`config.mk`:
```
export PLATFORM = sky130hd
export DESIGN_NAME = branch_resolve_ctrl
export DESIGN_NICKNAME = d
export VERILOG_FILES = /design/src/rtl/brc_pkg.sv /design/src/rtl/brc_fifo.sv /design/src/rtl/branch_resolve_ctrl.sv
export SDC_FILE = /design/constraint.sdc
export NUM_CORES = 1
export LEC_CHECK = 0
export ABC_AREA = 1
export BUFFER_PORTS_ARGS = -buffer_cell sky130_fd_sc_hd__buf_2
export CORE_ASPECT_RATIO = 1.5
export CORE_MARGIN = 10
export CORE_UTILIZATION = 55
export CTS_CLUSTER_DIAMETER = 80
export DETAILED_ROUTE_END_ITERATION = 12
export PLACE_DENSITY_LB_ADDON = 0.25
export SYNTH_ARGS = -nofsm -noshare
export SYNTH_HDL_FRONTEND = slang
export SYNTH_SLANG_ARGS = --single-unit
export TNS_END_PERCENT = 20
```
`constraint.sdc`:
```
create_clock -name clk -period 3.62 [get_ports clk]
set_input_delay 0.362 -clock clk [delete_from_list [all_inputs] [get_ports clk]]
set_output_delay 0.362 -clock clk [all_outputs]
set_load 0.01 [all_outputs]
```
`src/rtl/brc_pkg.sv`:
```
// Shared types and defaults for the branch resolution controller.
// The queue entry carries the fall-through PC at the widest supported width
// (64 bits); instances with a narrower XLEN zero-extend on push and truncate on read.
package brc_pkg;

    localparam int BRC_DEPTH_DEF = 4;
    localparam int BRC_PC_MAX_W  = 64;

    typedef enum logic {
        ST_IDLE  = 1'b0,
        ST_FLUSH = 1'b1
    } brc_state_e;

    typedef struct packed {
        logic                    pred_taken;
        logic [BRC_PC_MAX_W-1:0] pred_pc4;
    } brc_entry_t;

endpackage

```
`src/rtl/brc_fifo.sv`:
```
// In-flight prediction queue: circular buffer of brc_entry_t.
// Pointers wrap naturally because DEPTH is a power of two. clear_i empties the
// queue and wins over a same-cycle push or pop.
module brc_fifo
    import brc_pkg::*;
#(
    parameter int DEPTH = BRC_DEPTH_DEF
) (
    input  logic       clk,
    input  logic       reset,
    input  logic       push_i,
    input  brc_entry_t din_i,
    input  logic       pop_i,
    input  logic       clear_i,
    output logic       full_o,
    output logic       empty_o,
    output brc_entry_t head_o
);

    localparam int PTR_W = $clog2(DEPTH);
    localparam int OCC_W = PTR_W + 1;

    logic [PTR_W-1:0] wr_ptr_q, wr_ptr_d;
    logic [PTR_W-1:0] rd_ptr_q, rd_ptr_d;
    logic [OCC_W-1:0] occ_q, occ_d;
    logic             do_push;
    logic             do_pop;
    brc_entry_t       mem_q [DEPTH];

    assign full_o  = (occ_q == OCC_W'(DEPTH));
    assign empty_o = (occ_q == '0);
    assign head_o  = mem_q[rd_ptr_q];

    // Next pointer/occupancy; a push into a full queue is dropped even if a pop happens too
    always_comb begin
        do_push  = push_i && !full_o && !clear_i;
        do_pop   = pop_i && !empty_o && !clear_i;
        wr_ptr_d = wr_ptr_q;
        rd_ptr_d = rd_ptr_q;
        occ_d    = occ_q;
        if (clear_i) begin
            wr_ptr_d = '0;
            rd_ptr_d = '0;
            occ_d    = '0;
        end else begin
            if (do_push) wr_ptr_d = wr_ptr_q + PTR_W'(1);
            if (do_pop)  rd_ptr_d = rd_ptr_q + PTR_W'(1);
            occ_d = occ_q + OCC_W'(do_push) - OCC_W'(do_pop);
        end
    end

    // Control state: pointers and occupancy
    always_ff @(posedge clk or posedge reset) begin
        if (reset) begin
            wr_ptr_q <= '0;
            rd_ptr_q <= '0;
            occ_q    <= '0;
        end else begin
            wr_ptr_q <= wr_ptr_d;
            rd_ptr_q <= rd_ptr_d;
            occ_q    <= occ_d;
        end
    end

    // Entry storage; contents are only meaningful while occupied, so no reset
    always_ff @(posedge clk) begin
        if (do_push) mem_q[wr_ptr_q] <= din_i;
    end

endmodule

```
`src/rtl/branch_resolve_ctrl.sv`:
```
// Branch resolution controller: queues IF predictions, checks them against EX
// outcomes, issues a one-cycle flush with the corrected fetch PC on a mispredict,
// and strobes a predictor update one cycle after each accepted resolution.
// Optional statistics counters are built when BRC_STATS_EN is defined;
// otherwise branch_count/mispredict_count are tied to zero.
// XLEN must not exceed 64.
module branch_resolve_ctrl
    import brc_pkg::*;
#(
    parameter int DEPTH = BRC_DEPTH_DEF,
    parameter int XLEN  = 32,
    parameter int CNT_W = 16
) (
    input  logic             clk,
    input  logic             reset,
    input  logic             pred_valid,
    input  logic             pred_taken,
    input  logic [XLEN-1:0]  pred_pc4,
    input  logic             branchex,
    input  logic             outcome,
    input  logic [XLEN-1:0]  ex_target,
    output logic             stall_if,
    output logic             flush,
    output logic [XLEN-1:0]  redirect_pc,
    output logic             upd_valid,
    output logic             upd_outcome,
    output logic             err_underflow,
    output logic [CNT_W-1:0] branch_count,
    output logic [CNT_W-1:0] mispredict_count
);

    brc_state_e      state_q, state_d;
    logic            in_idle;
    logic            acc_br;
    logic            mispredict;
    logic            head_taken;
    logic            q_full;
    logic            q_empty;
    brc_entry_t      push_s;
    brc_entry_t      head_s;

    logic [XLEN-1:0] redirect_pc_q, redirect_pc_d;
    logic            upd_valid_q, upd_valid_d;
    logic            upd_outcome_q, upd_outcome_d;
    logic            err_underflow_q, err_underflow_d;

    // Resolutions and pushes during FLUSH belong to the wrong path and are ignored.
    // An empty queue at resolution time is treated as a not-taken prediction.
    assign in_idle    = (state_q == ST_IDLE);
    assign acc_br     = branchex && in_idle;
    assign head_taken = q_empty ? 1'b0 : head_s.pred_taken;
    assign mispredict = acc_br && (head_taken != outcome);
    assign stall_if   = q_full;

    // Widen the fall-through PC into the queue entry
    always_comb begin
        push_s.pred_taken = pred_taken;
        push_s.pred_pc4   = BRC_PC_MAX_W'(pred_pc4);
    end

    brc_fifo #(
        .DEPTH (DEPTH)
    ) u_fifo (
        .clk     (clk),
        .reset   (reset),
        .push_i  (pred_valid && in_idle),
        .din_i   (push_s),
        .pop_i   (acc_br),
        .clear_i (mispredict),
        .full_o  (q_full),
        .empty_o (q_empty),
        .head_o  (head_s)
    );

    // FSM state register
    always_ff @(posedge clk or posedge reset) begin
        if (reset) state_q <= ST_IDLE;
        else       state_q <= state_d;
    end

    // FSM next state: FLUSH lasts exactly one cycle
    always_comb begin
        state_d = state_q;
        case (state_q)
            ST_IDLE:  if (mispredict) state_d = ST_FLUSH;
            ST_FLUSH: state_d = ST_IDLE;
            default:  state_d = ST_IDLE;
        endcase
    end

    // FSM output: the flush pulse is the FLUSH state itself, so reset drops it at once
    always_comb begin
        flush = (state_q == ST_FLUSH);
    end

    // Next redirect PC, predictor update strobe and sticky underflow flag
    always_comb begin
        redirect_pc_d   = redirect_pc_q;
        upd_valid_d     = acc_br;
        upd_outcome_d   = upd_outcome_q;
        err_underflow_d = err_underflow_q;
        if (mispredict) redirect_pc_d = outcome ? ex_target : XLEN'(head_s.pred_pc4);
        if (acc_br) upd_outcome_d = outcome;
        if (acc_br && q_empty) err_underflow_d = 1'b1;
    end

    // Registered outputs
    always_ff @(posedge clk or posedge reset) begin
        if (reset) begin
            redirect_pc_q   <= '0;
            upd_valid_q     <= 1'b0;
            upd_outcome_q   <= 1'b0;
            err_underflow_q <= 1'b0;
        end else begin
            redirect_pc_q   <= redirect_pc_d;
            upd_valid_q     <= upd_valid_d;
            upd_outcome_q   <= upd_outcome_d;
            err_underflow_q <= err_underflow_d;
        end
    end

    assign redirect_pc   = redirect_pc_q;
    assign upd_valid     = upd_valid_q;
    assign upd_outcome   = upd_outcome_q;
    assign err_underflow = err_underflow_q;

`ifdef BRC_STATS_EN
    logic [CNT_W-1:0] branch_count_q, branch_count_d;
    logic [CNT_W-1:0] mispredict_count_q, mispredict_count_d;

    // Saturating statistics increments
    always_comb begin
        branch_count_d     = branch_count_q;
        mispredict_count_d = mispredict_count_q;
        if (acc_br && (branch_count_q != '1))
            branch_count_d = branch_count_q + CNT_W'(1);
        if (mispredict && (mispredict_count_q != '1))
            mispredict_count_d = mispredict_count_q + CNT_W'(1);
    end

    // Statistics counter registers
    always_ff @(posedge clk or posedge reset) begin
        if (reset) begin
            branch_count_q     <= '0;
            mispredict_count_q <= '0;
        end else begin
            branch_count_q     <= branch_count_d;
            mispredict_count_q <= mispredict_count_d;
        end
    end

    assign branch_count     = branch_count_q;
    assign mispredict_count = mispredict_count_q;
`else
    assign branch_count     = '0;
    assign mispredict_count = '0;
`endif

endmodule

```
==> results.py <==
metrics = {
    "layout": {
        "fillers": 1055,
        "fin_nets": 887,
        "area_delta_synth_final_pct": 15.5,
        "fin_util_pct": 64.2,
        "layout-drive-gt1-share_pct": 19.4,
        "diodes": 0,
    },
    "global_route": {
        "antenna_found_initial": 0,
        "grt_pass1_wl_um": 26300,
        "overflow": 0,
        "grt_use_total_pct": 17.8,
        "grt_pass1_vias": 5311,
        "grt_max_degree": 47,
    },
    "worst_setup_path": {
        "worstPathArrival_ns": 3.53,
        "r2r_start": "u_fifo.rd_ptr_q[0]$_DFFE_PP0P_",
        "r2r_end": "u_fifo.occ_q[2]$_DFF_PP0_",
        "critPathRequiredTime_ns": 3.99,
        "ff2ff_setup_slack_ns": 0.46,
        "r2r_cells": 16,
        "end_kind": "flop",
        "cp_max_fo": 36,
        "critical_path_class": "flop to flop",
        "cp-start-kind": "flop",
    },
    "clock_tree": {
        "clockBufferDepth": 2,
        "numCtsBuffers": 17,
        "insertion_delay_ns": 0.43,
        "cts_setup_buffers": 0,
        "cts_max_level": 4,
        "cts_tree": "built",
        "cts_resized": 0,
        "cts_hold_buf": 0,
        "clkSinkCount": 175,
        "cts-root-buf": "clkbuf_16",
        "clk_pin_slew_ns": 0.07,
    },
    "route": {
        "viasPerCell": 5.20,
        "drt-initial-drc-count": 324,
        "via_count": 5120,
        "first_pass_iters": 5,
        "postRouteAntennaNets": 0,
        "wl_per_cell_um": 16.9,
        "drcViolationCount": 0,
        "wl_um": 16700,
    },
    "hold_path": {
        "holdCritStartpoint": "pred_pc4[22]",
        "holdPathStages": 1,
        "holdPathEnd": "u_fifo.mem_q[1][22]$_DFFE_PP_",
        "holdCritPathClass": "primary input to flop",
    },
    "floorplanning": {
        "ioPinCount": 139,
        "die_w_um": 115,
        "die_height_um": 163,
        "coreArea_um2": 13400,
        "die-area_um2": 18700,
        "rows": 52,
        "initial_core_util_pct": 55.6,
    },
    "logic_synthesis": {
        "synthArstFlopShare_pct": 24.6,
        "synth_edf_count": 132,
        "yosys_register_bits": 175,
        "synth_top_area_cell": "edfxtp_1",
        "yosys-top-cells-count": "nand2_1, edfxtp_1, nand3_1, dfrtp_1, buf_4",
        "synth_top_family_by_area": "simple AND/OR/NAND/NOR gates",
        "synth_compound_area_share_pct": 0.302,
        "yosys.area_share.xor_xnor_pct": 0.235,
        "avgSynthCellArea_um2": 10.5,
        "synth_seq_area_share_pct": 67.7,
        "synth_cells": 709,
        "synth_ff_type": "edfxtp_1",
        "synth_top_area_share_pct": 53.2,
        "synth.most_common_cell": "nand2_1",
        "syn_area_um2": 7450,
        "yosys_warnings": 0,
        "synthSimpleGateAreaFrac_pct": 23.3,
        "synthAdderAreaFrac_pct": 1.28,
        "synthMuxAreaShare_pct": 0,
        "synth.area.top_cells": "edfxtp_1, nand2_1, dfrtp_1",
        "synth_cell_types": 21,
    },
    "sta": {
        "report.final.slew_viol_count": 0,
        "post-route-period-util_pct": 87.3,
        "max-slew-margin-rel_pct": 32.5,
        "max_freq_ghz": 0.316,
        "finalClockSkew_ns": 0.00942,
        "finalSetupTns_ns": 0,
        "hold_viol": 0,
        "finalSetupViolCount": 0,
        "tightest_slew_ns": 1.01,
        "period_needed_ns": 3.16,
        "rsz0062_at_grt": "no",
    },
    "pwr": {
        "powerDensity_nw_per_um2": 755,
        "irDropWorstVdd_mv": 0.414,
        "leakage_nw": 3.88,
    },
    "place": {
        "place.gp.congestion": 0.832,
        "io_buffers": 106,
        "hpwl_um": 11000,
    },
    "run": {
        "drv_cap": 0,
    },
    "run_status": {
        "status": "completed",
    },
}
-- power by group --
part | switching (mW) | internal, mW | leakage (nW)
sequential | 0.166 | 2.60 | 1.74
clock | 0.748 | 1.01 | 0.278
combinational | 1.33 | 0.640 | 1.86
total | 2.24 | 4.25 | 3.88
-- metal layers --
layer	global-route usage, %	up-vias	share of wire [%]
met5	0	-	0
met4	6.21	0	1.5
met3	4.68	15	6.6
met2	31.6	176	54
met1	20.0	2457	38
li1	-	2472	-
-- sequential cells by signal (all words and copies together), names as in the netlist --
signal,flops
upd_valid,1
u_fifo.mem_q,132
err_underflow,1
redirect_pc,32
u_fifo.wr_ptr_q,2
flush,1
upd_outcome,1
u_fifo.rd_ptr_q,2
u_fifo.occ_q,3
-- logic make-up (layout without fill, tap and decap cells) --
| family | Yosys count | in the layout |
|---|---|---|
| other | 1 | 32 |
| AOI/OAI and AO/OA | 4 | 4 |
| DFF | 175 | 175 |
| buffers and inverters | 98 | 181 |
| xor gates and xnor gates | 2 | 2 |
| and+or+nand+nor | 422 | 422 |
| adders and majority gates | 7 | 7 |
-- cell usage in the layout, fill, tap and decap left out, types with 3 or more instances in the layout --
master     synthesis  routed
buf_4             34      11
o21ai_0            3       3
dfrtp_1           43      42
conb_1             1      32
nor2_1             7       3
inv_1             25      24
nand2_1          306     306
clkbuf_16          0      18
inv_6              0       3
inv_2              4       5
nor2_4             0       4
edfxtp_1         132     132
nand3_1          106     106
ha_1               6       6
buf_2             14     106
-- per-stage QoR --
step | setup slack, ns | hold slack (ns) | power, mW | area, um^2 | std cells
2_1_floorplan | 0.684 | 0.461 | 4.17 | 7570 | 740
3_3_place_gp | 0.598 | 0.460 | 4.71 | 8030 | 953
4_1_cts | 0.430 | 0.148 | 6.54 | 8610 | 985
3_5_place_dp | 0.459 | 0.457 | 4.80 | 8030 | 953
6_report | 0.459 | 0.155 | 6.50 | 8610 | 985
5_1_grt | 0.177 | 0.146 | 6.91 | 8610 | 985
-- worst max-delay path by stage --
stage                                   start                           end  slack, ns  cells past startpoint
2_1_floorplan  u_fifo.rd_ptr_q[1]$_DFFE_PP0P_  u_fifo.mem_q[0][0]$_DFFE_PP_       0.68                      8
3_3_place_gp   u_fifo.rd_ptr_q[0]$_DFFE_PP0P_     u_fifo.occ_q[1]$_DFF_PP0_       0.60                     16
3_5_place_dp   u_fifo.rd_ptr_q[0]$_DFFE_PP0P_     u_fifo.occ_q[2]$_DFF_PP0_       0.46                     16
4_1_cts        u_fifo.rd_ptr_q[0]$_DFFE_PP0P_     u_fifo.occ_q[2]$_DFF_PP0_       0.43                     16
5_1_grt        u_fifo.rd_ptr_q[0]$_DFFE_PP0P_     u_fifo.occ_q[2]$_DFF_PP0_       0.18                     16
6_report       u_fifo.rd_ptr_q[0]$_DFFE_PP0P_     u_fifo.occ_q[2]$_DFF_PP0_       0.46                     16
-- critical path, stage by stage (launching register included) --
cell and delay (ns):
dfrtp_2 0.40, buf_4 0.35, nand2_1 0.11, nand3_1 0.10, nand2_1 0.08, nand3_1 0.12, nand3_4 0.25, inv_4 0.39
nor2_1 0.08, ha_1 0.29, inv_1 0.06, ha_1 0.14, inv_1 0.05, fa_1 0.38, xnor2_1 0.17, nand2_1 0.07
inv_1 0.07
-- final cells by class --
class / instances / area [um^2] / area share, %
Clock inverter: 11 / 104 / 1.21
Tap cell: 162 / 203 / 2.36
Inverter: 30 / 115 / 1.34
Multi-Input combinational cell: 467 / 2020 / 23.5
Timing Repair Buffer: 119 / 653 / 7.59
Clock buffer: 21 / 472 / 5.48
Sequential cell: 175 / 5040 / 58.6
Power figures use the tool's default switching activity.
